`src/rtl/aqua_change_dispenser.sv`:
```
// aqua_change_dispenser: coin hopper sequencer for vending change; AQUA_HOPPER_TIMEOUT_EN adds a hopper ack timeout with sticky err
module aqua_change_dispenser #(
    parameter int TIMEOUT_CYCLES = 16
) (
    input  logic       clk,
    input  logic       reset,
    input  logic       change_valid,
    input  logic [3:0] change,
    input  logic       hopper_ack,
    output logic       coin10,
    output logic       coin5,
    output logic       busy,
    output logic       done,
    output logic       err,
    output logic [3:0] remaining
);
    typedef enum logic [1:0] {IDLE, REQ, GAP, DONE} state_t;
    typedef logic [$clog2(TIMEOUT_CYCLES + 1)-1:0] tcnt_t;
    state_t     state, state_n;
    logic [3:0] rem_n, dec;
    logic       legal, accept, err_n, timeout;
    always_comb begin
        legal   = change == 4'd0 || change == 4'd5 || change == 4'd10 || change == 4'd15;
        accept  = state == IDLE && change_valid && legal;
        dec     = remaining >= 4'd10 ? remaining - 4'd10 : remaining >= 4'd5 ? remaining - 4'd5 : 4'd0;
        state_n = state;
        rem_n   = remaining;
        unique case (state)
            IDLE: if (accept) begin
                rem_n   = change;
                state_n = change == 4'd0 ? DONE : REQ;
            end
            REQ: if (hopper_ack) begin
                rem_n   = dec;
                state_n = dec != 4'd0 ? GAP : DONE;
            end else if (timeout) begin
                state_n = IDLE;
            end
            GAP:  state_n = REQ;
            DONE: state_n = IDLE;
        endcase
    end
`ifdef AQUA_HOPPER_TIMEOUT_EN
    tcnt_t tcnt;
    logic  sticky;
    assign timeout = state == REQ && !hopper_ack && tcnt == tcnt_t'(TIMEOUT_CYCLES - 1);
    assign err_n   = (change_valid && !accept) || timeout || (sticky && !accept);
    always_ff @(posedge clk or negedge reset) begin
        if (!reset) begin
            tcnt   <= '0;
            sticky <= 1'b0;
        end else begin
            tcnt   <= state == REQ && state_n == REQ ? tcnt + 1'b1 : '0;
            sticky <= timeout || (sticky && !accept);
        end
    end
`else
    assign timeout = 1'b0;
    assign err_n   = change_valid && !accept;
`endif
    always_ff @(posedge clk or negedge reset) begin
        if (!reset) begin
            state     <= IDLE;
            remaining <= 4'd0;
            coin10    <= 1'b0;
            coin5     <= 1'b0;
            busy      <= 1'b0;
            done      <= 1'b0;
            err       <= 1'b0;
        end else begin
            state     <= state_n;
            remaining <= rem_n;
            coin10    <= state_n == REQ && rem_n >= 4'd10;
            coin5     <= state_n == REQ && rem_n < 4'd10;
            busy      <= state_n != IDLE;
            done      <= state_n == DONE;
            err       <= err_n;
        end
    end
endmodule

```
`config.mk`:
```
export PLATFORM = sky130hd
export DESIGN_NAME = aqua_change_dispenser
export DESIGN_NICKNAME = d
export VERILOG_FILES = /design/src/rtl/aqua_change_dispenser.sv
export SDC_FILE = /design/constraint.sdc
export NUM_CORES = 1
export LEC_CHECK = 0
export ABC_CLOCK_PERIOD_IN_PS = 2050
export BUFFER_PORTS_ARGS = -buffer_cell sky130_fd_sc_hd__buf_2
export CAP_MARGIN = 20
export CORE_MARGIN = 3
export CORE_UTILIZATION = 30
export DETAILED_ROUTE_END_ITERATION = 10
export SETUP_SLACK_MARGIN = 0.5
export SYNTH_ARGS = -nofsm -noshare
export SYNTH_HDL_FRONTEND = slang
export SYNTH_SLANG_ARGS = --single-unit
```
`constraint.sdc`:
```
create_clock -name clk -period 2.05 [get_ports clk]
set_input_delay 0.1025 -clock clk [delete_from_list [all_inputs] [get_ports clk]]
set_output_delay 0.1025 -clock clk [all_outputs]
set_load 0.05 [all_outputs]
```
# Yosys cells after proc, flatten, opt, wreduce, memory -nomap -nowiden
# Cells that the tools add are included.
dict set report totals {
  ramBits 0
  mem_count 0
  latch_bits 0
  mem_bits_ro 0
  in_bits 8
  register_bits 11
}
dict set report op_classes {
  order_cmp 4
  shift 0
  n_reduce_logical 13
  n_mul 0
  eq_ne 8
  bitwise_logic 0
  n_mux 10
  n_addsub 2
  div_mod_pow 0
}
# op n
set ops {}
lappend ops {{$mux W4} 4}
lappend ops {{$eq A4 B4 Y1 const B} 2}
lappend ops {{$ge A4 B4 Y1 const B} 2}
lappend ops {{$pmux W2 S4} 1}
lappend ops {{$pmux W4 S2} 1}
lappend ops {{$eq A2 B2 Y1 const B} 3}
lappend ops {{$mux W2} 3}
lappend ops {{$logic_and A1 B1 Y1} 5}
lappend ops {{$eq A2 B1 Y1 const B} 2}
lappend ops {{$eq A4 B3 Y1 const B} 1}
lappend ops {{$ge A4 B3 Y1 const B} 1}
lappend ops {{$logic_not A4 Y1} 1}
lappend ops {{$lt A4 B4 Y1 const B} 1}
lappend ops {{$reduce_bool A4 Y1} 1}
lappend ops {{$sub A4 B3 Y4 const B} 1}
lappend ops {{$sub A4 B4 Y4 const B} 1}
lappend ops {{$logic_or A1 B1 Y1} 3}
lappend ops {{$logic_not A2 Y1} 1}
lappend ops {{$reduce_bool A2 Y1} 1}
lappend ops {{$logic_not A1 Y1} 1}
lappend ops {{$mux W1} 1}

# Depth between registers and ports, before layout
dict set report depth {
  depth_word 9
  depth_mapped 8
  depth_no_buf 8
}

# Worst setup path after synthesis
# No wires, ideal clock.
dict set report synth_timing {
  path_type {flip-flop to flip-flop}
  startpoint {register remaining[0]}
  endpoint {register busy}
  arrival_time_ns 2.222
  period_less_slack_ns 2.348
  stages_incl_launch_ff 9
  n_path_buf 0
  setup_slack_ns -0.298
  cell_sequence {dfrtp_1 inv_1 ha_1 or4b_1 a21boi_4 a21oi_1 o21ai_0 a31oi_1 nand2_1}
}
dict set report synth_via {
  elab_chain_len 8
  word_cells_on_any_way 11
}
# element line_no
set synth_rtl {}
lappend synth_rtl {{start, declared} 15} ;# output logic [3:0] remaining
lappend synth_rtl {{start signal, assigned} 72} ;# remaining <= rem_n;
lappend synth_rtl {{$sub A4 B3 Y4 or $ge A4 B3 Y1 (tied branches)} 25} ;# dec = remaining >= 4'd10 ? remaining - 4'd10 : remaining >= 4'd5 ? remaining - 4'd5 : 4'd0;
lappend synth_rtl {{$mux W4} 25}
lappend synth_rtl {{$mux W4 *} 25}
lappend synth_rtl {{$reduce_bool A4 Y1 *} 35} ;# state_n = dec != 4'd0 ? GAP : DONE;
lappend synth_rtl {{$mux W1 *} 35}
lappend synth_rtl {{$mux W2 *} 33} ;# REQ: if (hopper_ack) begin
lappend synth_rtl {{$pmux W2 S4 *} 28} ;# unique case (state)
lappend synth_rtl {{$reduce_bool A2 Y1 *} 75} ;# busy <= state_n != IDLE;
lappend synth_rtl {{end signal, assigned} 67} ;# busy <= 1'b0;
lappend synth_rtl {{end signal, assigned} 75}
lappend synth_rtl {{end, declared} 12} ;# output logic busy,
# Mark *: on every way between the ends. The rest lies on a longest branch, timed or not.

# Final worst setup path
dict set report layout_timing {
  startpoint {register remaining[1]}
  endpoint {register coin10}
}
dict set report layout_via {
  elab_chain_len 9
  word_cells_on_any_way 16
}
# element line_no
set layout_rtl {}
lappend layout_rtl {{$sub A4 B3 Y4 or $ge A4 B3 Y1 (tied branches)} 25}
lappend layout_rtl {{$mux W4 (2 in a row)} 25}
lappend layout_rtl {{$reduce_bool A4 Y1} 35}
lappend layout_rtl {{$mux W1} 35}
lappend layout_rtl {{$mux W2} 33}
lappend layout_rtl {{$pmux W2 S4} 28}
lappend layout_rtl {{$eq A2 B1 Y1} 73} ;# coin10 <= state_n == REQ && rem_n >= 4'd10;
lappend layout_rtl {{$logic_and A1 B1 Y1 *} 73}
lappend layout_rtl {{end signal, assigned} 65} ;# coin10 <= 1'b0;
lappend layout_rtl {{end signal, assigned} 73}
lappend layout_rtl {{end, declared} 10} ;# output logic coin10,
# Marked as above.

==> impl_metrics.json <==
{
  "outcome": "completed",
  "antenna_found_initial": 0,
  "critPathCaptureType": "flop",
  "synth_mux_area_share_pct": 0,
  "root_buffer": "clkbuf_4",
  "fillers": 247,
  "yosys-top-cells-area": "dfrtp_1 (32%), ha_1 (8.6%), a21oi_1 (4.0%), inv_1 (3.9%), nand2_1 (3.5%)",
  "drc": 0,
  "gp_congestion": 0.884,
  "seq_area_frac_synth_pct": 31.7,
  "layout_commonest_cell": "buf_2",
  "multi_input_area_um2": 651,
  "worst-endpoint-arrival_ns": 2.16,
  "reg2reg_to": "coin10",
  "fp.coreArea_um2": 2610,
  "leakagePower_nw": 0.528,
  "powerDensity_nw_per_um2": 1840,
  "grt_use_total_pct": 14.8,
  "numCtsBuffers": 3,
  "rsz0062_at_grt": "true",
  "r2r_slack_ns": 0.09,
  "drt_iter0_markers": 16,
  "dr_total_vias": 892,
  "grt_pass1_vias": 890,
  "die_h_um": 59.8,
  "areaGrowthSynthToFinish_pct": 38.8,
  "finalPower_mw": 2.22,
  "setup_violations": 0,
  "dieArea_um2": 3580,
  "fin_ws_ns": 0.0939,
  "grt_start_max_net_pins": 14,
  "synth_fa_ha_area_share_pct": 8.63,
  "final.setup_skew_ns": 0.00185,
  "drive_gt1_share_pct": 48.0,
  "yosys.area_share.xor_xnor_pct": 3.02,
  "maxCapViolations": 0,
  "synth_cell_types": 45,
  "worst_slew_pin_slew_ns": 0.425,
  "start_util_pct": 33.3,
  "avgSynthCellArea_um2": 8.78,
  "crit_required_ns": 2.25,
  "dpl_worst_slack_ns": 0.0292,
  "worstHoldStart": "change_valid",
  "drt_pass1_iterations": 4,
  "synth_top_family_by_area": "compound AO/OA/AOI/OAI gates",
  "wire_per_inst_um": 15.3,
  "finalHoldViolCount": 0,
  "crit_type": "flop to flop",
  "yosysTopAreaCell": "dfrtp_1",
  "synthArstFlopShare_pct": 100,
  "final_nets": 142,
  "netlist.area_leader.share_pct": 31.7,
  "ios": 17,
  "crit_fanout": 5,
  "synth.cell_area_um2": 870,
  "yosys_warnings": 0,
  "grt_overflow": 0,
  "maxSlewViolCount": 0,
  "htreeDepth": 1,
  "finalSetupTns_ns": 0,
  "fmax_mhz": 511,
  "synth_compound_area_share_pct": 31.1,
  "hold_class": "primary input to flop",
  "clkLatencyLatePin_ns": 0.26,
  "ir_drop_v": 0.00116,
  "r2r_start": "remaining[1]",
  "io_buffers": 16,
  "syn_inst": 99,
  "hold_end": "err",
  "r2r_cells": 7,
  "cts_tree": "yes",
  "post_drt_via_cell_ratio": 5.68,
  "fin_crit_ns": 1.96,
  "period_share_pct": 95.4,
  "regArea_um2": 283,
  "syn_nets": 113,
  "max_slew_margin_pct": 71.5,
  "drt_wl_total_um": 2400,
  "synth_edf_count": 0,
  "synth_ff_type": "dfrtp_1",
  "cts.clk_slew.worst_paths_ns": 0.07,
  "cts.sinks": 11,
  "hold_depth": 2,
  "num_rows": 18,
  "synth-simple-area-share_pct": 18.4,
  "die_w_um": 59.8,
  "layout_common_cells": "buf_2 (16), buf_4 (9)",
  "ant_nets": 0,
  "critPathLaunchType": "flop",
  "dp_hpwl_um": 1760,
  "diodes": 0,
  "clock_path_buffers": 2,
  "grt_first_pass_wirelength_um": 4080,
  "ys_seq_elements": 11
}
routing by layer:
metal | GRT usage, % | part of all wire, %
met5 | 0 | 0
met2 | 24.2 | 49
met3 | 2.59 | 4.9
met4 | 6.96 | 3.3
met1 | 18.6 | 42
worst max-delay path by stage:
stage	depth (start not counted)	endpoint	from	slack, ns
6_report	7	coin10	remaining[1]	0.09
5_1_grt	7	coin10	remaining[1]	0.02
4_1_cts	7	coin10	remaining[1]	0.05
3_5_place_dp	7	busy	remaining[1]	0.03
3_3_place_gp	7	coin10	remaining[1]	0.06
2_1_floorplan	8	coin10	remaining[0]	0.01
worst max-delay path, cell delays in order (launching register included):
cell,delay [ns]
dfrtp_4,0.51
ha_4,0.17
or4b_4,0.48
o32a_1,0.21
o21ai_2,0.07
a221oi_2,0.08
a211oi_2,0.22
and2_1,0.15
cell families (layout without fill, tap and decap cells):
| group | after synthesis | after routing |
|---|---|---|
| simple gates | 31 | 31 |
| buf+inv | 13 | 41 |
| flops | 11 | 11 |
| xor+xnor | 3 | 3 |
| fa+ha+maj | 6 | 6 |
| compound gates | 35 | 35 |
timing repair:
action / in CTS / in global routing
pin swaps: 8 / 6
endpoints found under the setup margin: 9 / 9
resized for setup: 15 / 7
buffers inserted: 5 / 0
endpoints found under the hold margin: 11 / 0
hold buffers: 1 / 0
report_power, final:
group          switching [mW]  internal [mW]  total [mW]
clock                  0.0677         0.0752       0.143
sequential              0.125          0.321       0.446
combinational           0.980          0.649        1.63
per-stage QoR:
| stage | cell area (um^2) | std cells | utilization, % | hold slack (ns) |
|---|---|---|---|---|
| final | 1210 | 157 | 46.2 | 0.174 |
| after global routing | 1210 | 157 | 46.2 | 0.165 |
| after CTS | 1170 | 157 | 45.0 | 0.159 |
| after detailed placement | 1030 | 147 | 39.6 | -0.0167 |
| after global placement | 1030 | 147 | 39.6 | -0.0227 |
| after floorplan | 905 | 99 | - | -0.193 |
synthesized netlist by cell type, drive strengths merged (3+ instances only):
cell,n
inv,9
nor2,7
dfrtp,11
o21ai,5
nand3,5
a21oi,7
nand2,8
ha,6
xnor2,3
final cells by class:
cell class	count	share of cell area, %
Sequential cell	11	23.4
Timing Repair Buffer	27	14.0
Clock buffer	4	2.18
Inverter	10	3.42
Tap cell	30	3.11
Multi-Input combinational cell	75	53.9
registers in the layout, summed over array words and instances (netlist names):
register	flops
remaining	4
state	2
busy	1
coin10	1
coin5	1
done	1
err	1
Note: power is estimated with default switching activity, not from simulation.
